`src/rtl/led_activity_stretcher.sv`:
```
// Stretches single-cycle activity strobes into visible LED blinks with a minimum
// ON time and OFF gap counted in 1 ms beats. Define LED_ACT_PENDING_EN to queue events seen mid-blink.
module led_activity_stretcher #(
  parameter int ON_MS  = 50,
  parameter int OFF_MS = 50,
  parameter int CNT_W  = 8
) (
  input  logic clk_i,
  input  logic rst_i,
  input  logic beat_1ms_i,
  input  logic event_i,
  input  logic enable_i,
  output logic led_o,
  output logic busy_o
);

  // state  | meaning
  // S_IDLE | waiting for an event, LED off
  // S_ON   | LED lit, counting ON_MS beats
  // S_OFF  | LED dark, enforcing OFF_MS beat gap
  typedef enum logic [1:0] {S_IDLE, S_ON, S_OFF} state_t;

  localparam logic [CNT_W-1:0] ON_CNT  = CNT_W'(ON_MS);
  localparam logic [CNT_W-1:0] OFF_CNT = CNT_W'(OFF_MS);

  if (ON_MS < 1 || ON_MS > 2**CNT_W - 1) begin : g_bad_on_ms
    $error("led_activity_stretcher: ON_MS out of range for CNT_W");
  end
  if (OFF_MS < 1 || OFF_MS > 2**CNT_W - 1) begin : g_bad_off_ms
    $error("led_activity_stretcher: OFF_MS out of range for CNT_W");
  end

  state_t           state_q, state_d;
  logic [CNT_W-1:0] cnt_q, cnt_d;
  logic             led_d, busy_d;
  logic             expire;
  logic             take_pending;

  assign expire = beat_1ms_i && (cnt_q == CNT_W'(1));

`ifdef LED_ACT_PENDING_EN
  logic pending_q, pending_d;

  // An event arriving in the very cycle the gap expires still counts.
  assign take_pending = pending_q | event_i;

  always_ff @(posedge clk_i or posedge rst_i) begin
    if (rst_i) pending_q <= 1'b0;
    else       pending_q <= pending_d;
  end
`else
  assign take_pending = 1'b0;
`endif

  always_ff @(posedge clk_i or posedge rst_i) begin
    if (rst_i) begin
      state_q <= S_IDLE;
      cnt_q   <= '0;
      led_o   <= 1'b0;
      busy_o  <= 1'b0;
    end else begin
      state_q <= state_d;
      cnt_q   <= cnt_d;
      led_o   <= led_d;
      busy_o  <= busy_d;
    end
  end

  always_comb begin
    state_d = state_q;
    cnt_d   = cnt_q;
`ifdef LED_ACT_PENDING_EN
    pending_d = pending_q;
`endif
    if (!enable_i) begin
      state_d = S_IDLE;
      cnt_d   = '0;
`ifdef LED_ACT_PENDING_EN
      pending_d = 1'b0;
`endif
    end else begin
      case (state_q)
        S_IDLE: begin
          if (event_i) begin
            state_d = S_ON;
            cnt_d   = ON_CNT;
          end
        end
        S_ON: begin
`ifdef LED_ACT_PENDING_EN
          pending_d = pending_q | event_i;
`endif
          if (expire) begin
            state_d = S_OFF;
            cnt_d   = OFF_CNT;
          end else if (beat_1ms_i && cnt_q > CNT_W'(1)) begin
            cnt_d = cnt_q - 1'b1;
          end
        end
        S_OFF: begin
`ifdef LED_ACT_PENDING_EN
          pending_d = pending_q | event_i;
`endif
          if (expire) begin
`ifdef LED_ACT_PENDING_EN
            pending_d = 1'b0;
`endif
            if (take_pending) begin
              state_d = S_ON;
              cnt_d   = ON_CNT;
            end else begin
              state_d = S_IDLE;
              cnt_d   = '0;
            end
          end else if (beat_1ms_i && cnt_q > CNT_W'(1)) begin
            cnt_d = cnt_q - 1'b1;
          end
        end
        default: begin
          state_d = S_IDLE;
          cnt_d   = '0;
        end
      endcase
    end
  end

  always_comb begin
    led_d  = (state_d == S_ON);
    busy_d = (state_d != S_IDLE);
  end

endmodule

```
`config.mk`:
```
export PLATFORM = sky130hd
export DESIGN_NAME = led_activity_stretcher
export DESIGN_NICKNAME = d
export VERILOG_FILES = /design/src/rtl/led_activity_stretcher.sv
export SDC_FILE = /design/constraint.sdc
export NUM_CORES = 1
export LEC_CHECK = 0
export BUFFER_PORTS_ARGS = -buffer_cell sky130_fd_sc_hd__buf_4
export CAP_MARGIN = 20
export CELL_PAD_IN_SITES_DETAIL_PLACEMENT = 0
export CELL_PAD_IN_SITES_GLOBAL_PLACEMENT = 1
export CORE_MARGIN = 4
export CORE_UTILIZATION = 43
export DETAILED_ROUTE_END_ITERATION = 6
export PLACE_DENSITY = 0.72
export SETUP_SLACK_MARGIN = 0.5
export SYNTH_ARGS = -nofsm -noshare
export SYNTH_HDL_FRONTEND = slang
export SYNTH_SLANG_ARGS = --single-unit
```
`constraint.sdc`:
```
create_clock -name clk_i -period 2.67 [get_ports clk_i]
set_input_delay 0.1335 -clock clk_i [delete_from_list [all_inputs] [get_ports clk_i]]
set_output_delay 0.1335 -clock clk_i [all_outputs]
set_load 0.1 [all_outputs]
```
== After elaboration in Yosys (flattened, before gate mapping) ==
Cells that the tools add are included.
Word-level totals
  bits in registers: 12
  input port bits: 5
  word-level logic and storage cells: 26
Cells by class
  add/sub/neg operators: 1
  magnitude comparators: 1
  equality and inequality tests: 5
  mux-type cells: 11
  reduce and logical (&&, ||, !) cells: 4
Operators with widths (count)
  $mux W8: 5
  $pmux W8 S3: 1
  $eq A8 B1 Y1 const B: 1
  $gt A8 B1 Y1 const B: 1
  $mux W2: 4
  $sub A8 B1 Y8 const B: 1
  $pmux W2 S3: 1
  $eq A2 B1 Y1 const B: 2
  $ne A3 B3 Y1 const B: 1
  $eq A2 B2 Y1 const B: 1
  $logic_and A1 B1 Y1: 2
  $logic_not A2 Y1: 1
  $reduce_bool A2 Y1: 1

== Depth between registers and ports, before layout ==
  depth in word-level cells: 6
  depth in mapped cells: 8
  gate-level depth less buffers: 7

== Worst setup path before layout ==
Ideal clock, no wire load.
  kind: register to register
  start: reg cnt_q[2]
  end: reg cnt_q[1]
  setup time: 0.130 ns
  arrival: 1.848 ns
  required time: 2.540 ns
  setup slack: 0.693 ns
  stages on the path, launching flop included: 8
  cells stage by stage: dfrtp_1 or4_4 buf_6 nor4_2 buf_2 nor3_1 o21ai_1 o22ai_1
On the way
  longest elaborated chain between the ends: 6
Ends and longest elaborated chain
  from (decl): RTL line 34  | logic [CNT_W-1:0] cnt_q, cnt_d;
  from (signal assigned): RTL line 63  | cnt_q <= cnt_d;
  $gt A8 B1 Y1: RTL line 96, 115
  $logic_and A1 B1 Y1: RTL line 96, 115
  $mux W8
  $mux W8 (on tied branches): RTL line 104, 93
  $pmux W8 S3 (*): RTL line 82  | case (state_q)
  $mux W8 (*): RTL line 75  | if (!enable_i) begin
Mark *: on every way between the ends. The rest lies on a longest branch, timed or not.
A chain may end at the register's enable or synchronous reset.

== Worst setup path after layout ==
Ends and elaborated chain as after synthesis.

==> impl_metrics.py <==
metrics = {
    "timing": {
        "final_hold_viol_count": 0,
        "setup_tns_ps": 0,
        "rsz0062_at_grt": "false",
        "timing.fmax_mhz": 497,
        "final-setup-viol-count": 0,
        "worst_pin_slew_ps": 504,
        "slew_headroom": 0.664,
        "fin_crit_ps": 2010,
        "clock_skew_ps": 8.04,
        "fin_crit_sh": 0.753,
        "report.final.slew_viol_count": 0,
    },
    "clock_network": {
        "htreeDepth": 1,
        "root_buffer": "clkbuf_4",
        "cts_buffers": 3,
        "cts_resized": 0,
        "clk_latency_ps": 270,
        "clk_pin_slew_ps": 80,
        "cts_tree": "built",
        "clockBufferDepth": 2,
        "cts.sinks": 12,
    },
    "grt": {
        "antenna_found_initial": 0,
        "grt_pass1_wl_um": 3080,
        "grt_usage": 0.159,
        "grt_overflow_total": 0,
        "grt_pass1_vias": 665,
        "grt_max_degree": 13,
    },
    "synthesis": {
        "synth_nets": 98,
        "yosys_warnings": 0,
        "synth_seq_cells": 12,
        "synthCells": 91,
        "ys_types": 34,
        "ys_seq_area_frac": 0.380,
        "netlist_area_sq_um": 790,
        "synth_area_per_cell_sq_um": 8.68,
    },
    "status": {
        "outcome": "completed",
    },
    "floorplanning": {
        "rows": 15,
        "die_w_um": 50.9,
        "pin_count": 7,
        "design.die.area_sq_um": 2590,
        "initial_core_util": 0.457,
        "core_sq_um": 1730,
        "die_y_um": 50.9,
    },
    "critical_path": {
        "arrival_ps": 2170,
        "crit_type": "register to register",
        "cp_slowest_stage_delay_ps": 610,
        "worst-path-max-fanout": 12,
        "critPathRequiredTime_ps": 2830,
        "path_cells": "or4_4 -> nor4_2 -> buf_4 -> nor3_1 -> o21ai_1 -> o22ai_1",
        "slowest_stage": "or4_4",
        "path_delay_family": "simple AND/OR/NAND/NOR gates",
        "crit_path_end_kind": "register",
        "cp.depth": 6,
        "rr_worst_depth": 6,
        "worstPathBufferInverterCount": 1,
        "start_kind": "register",
    },
    "place": {
        "dp_hpwl_um": 1260,
        "dp_cells": 120,
        "gp_congestion": 0.830,
        "port_buffers": 6,
    },
    "route": {
        "drt_iter0_drc": 6,
        "vias_per_cell": 5.58,
        "dr.pass1.iters": 4,
        "wl_per_cell_um": 14.1,
        "antenna_left": 0,
        "vias": 692,
        "drcViolationCount": 0,
        "routed_wl_um": 1740,
    },
    "final_layout": {
        "fillers": 191,
        "fin_nets": 108,
        "final_common_cell": "dfrtp_1",
        "fin_cells": 124,
        "multiInputGateArea_sq_um": 435,
        "drive_gt1_frac": 0.162,
        "diodes": 0,
        "final_cell_mix": "dfrtp_1, inv_1, nor2_1, a21oi_1, buf_4",
        "fin_util": 0.515,
        "syn_to_final_growth_pct": 12.7,
        "regArea_sq_um": 300,
    },
    "pwr": {
        "vdd_drop_max_mv": 0.321,
        "p_leak_nw": 0.393,
        "power_density_nw_per_um2": 543,
        "fin_total_pwr_mw": 0.483,
    },
    "min_path": {
        "min_path_cells": 3,
        "hold_class": "input pin to register",
    },
    "flow_run": {
        "cap_violations": 0,
    },
}
-- per-layer routing --
layer | routed length, um | up-vias | share of wire | global-route usage
met1 | 837 | 332 | 0.48 | 0.208
li1 | - | 347 | - | -
met3 | 61 | 2 | 0.035 | 0.0525
met2 | 835 | 11 | 0.48 | 0.259
met4 | 10 | 0 | 0.0057 | 0.0269
met5 | 0 | - | 0 | 0
-- cells in the mapped netlist --
master	n	share of area
buf_6	1	0.014
a21oi_1	8	0.051
nor2_1	8	0.038
nand2_1	7	0.033
o31a_1	2	0.022
inv_1	8	0.038
o22ai_1	3	0.024
dfrtp_1	12	0.38
nor3_1	4	0.025
nor4b_1	1	0.011
buf_2	1	0.0063
o41ai_1	1	0.011
nor4_1	2	0.016
xor2_1	1	0.011
clkbuf_1	2	0.0095
nand2b_1	2	0.016
or2_0	1	0.0079
o21ai_0	3	0.019
ha_1	2	0.032
or3_1	4	0.032
o21bai_1	1	0.0095
o2111ai_1	1	0.011
mux2i_1	1	0.013
nand3_1	1	0.0063
o41ai_4	1	0.035
a21o_1	1	0.0095
or2_2	1	0.0079
or4_1	2	0.019
a31oi_1	2	0.016
o21ai_1	2	0.013
a211oi_1	1	0.0095
nor4_2	1	0.016
o31ai_1	1	0.0095
or4_4	2	0.029
-- kinds of logic (layout without fill, tap and decap cells) --
logic type	after synthesis	after routing	synth area share
AND/OR/NAND/NOR	36	36	0.257
AO/OA/AOI/OAI	27	27	0.239
flip-flops	12	12	0.380
buffers and inverters	12	20	0.0681
adder cells (fa/ha/maj)	2	2	0.0317
XOR/XNOR	1	1	0.0111
multiplexers	1	1	0.0127
-- power breakdown --
group	total, mW	internal [mW]	switching, mW
sequential	0.214	0.197	0.0170
combinational	0.155	0.0612	0.0940
clock	0.114	0.0522	0.0617
total	0.483	0.310	0.173
-- worst paths after layout --
kind | to | startpoint | slack [ps]
setup / recovery | cnt_q[1]$_DFFE_PP0P_ | cnt_q[2]$_DFFE_PP0P_ | 660
hold reg to reg | cnt_q[0]$_DFFE_PP0P_ | cnt_q[0]$_DFFE_PP0P_ | 580
min in group asynchronous | cnt_q[0]$_DFFE_PP0P_ | rst_i | 450
max in group asynchronous | cnt_q[4]$_DFFE_PP0P_ | rst_i | 1880
hold / removal | state_q[0]$_DFF_PP0_ | enable_i | 170
setup reg to reg | cnt_q[1]$_DFFE_PP0P_ | cnt_q[2]$_DFFE_PP0P_ | 660
-- worst min-delay path: stages --
cell	delay, ps
buf_4	140
nand2_1	80
a21oi_1	40
-- cell type report --
class | instances | share of cell area
Tap cell | 25 | 0.0352
Sequential cell | 12 | 0.338
Timing Repair Buffer | 9 | 0.0788
Multi-Input combinational cell | 67 | 0.489
Inverter | 8 | 0.0338
Clock buffer | 3 | 0.0253
-- what timing repair did --
action                                 4_1_cts  5_1_grt
hold buffers                                 1        0
endpoints found under the hold margin       12        0
setup endpoints to repair                    0        3
buffers inserted                             0        0
-- stage by stage --
stage | instance area [sq um] | worst slack (ps) | hold WS [ps]
6_report | 890 | 659 | 166
5_1_grt | 890 | 513 | 161
4_1_cts | 890 | 615 | 152
3_5_place_dp | 857 | 629 | 192
3_3_place_gp | 857 | 655 | 193
2_1_floorplan | 790 | 693 | -1.80
-- state kept, by name, summed over array words and instances (netlist names) --
signal and flops:
cnt_q 8, led_o 1, busy_o 1, state_q 2
Note: power is estimated with default switching activity, not from simulation.
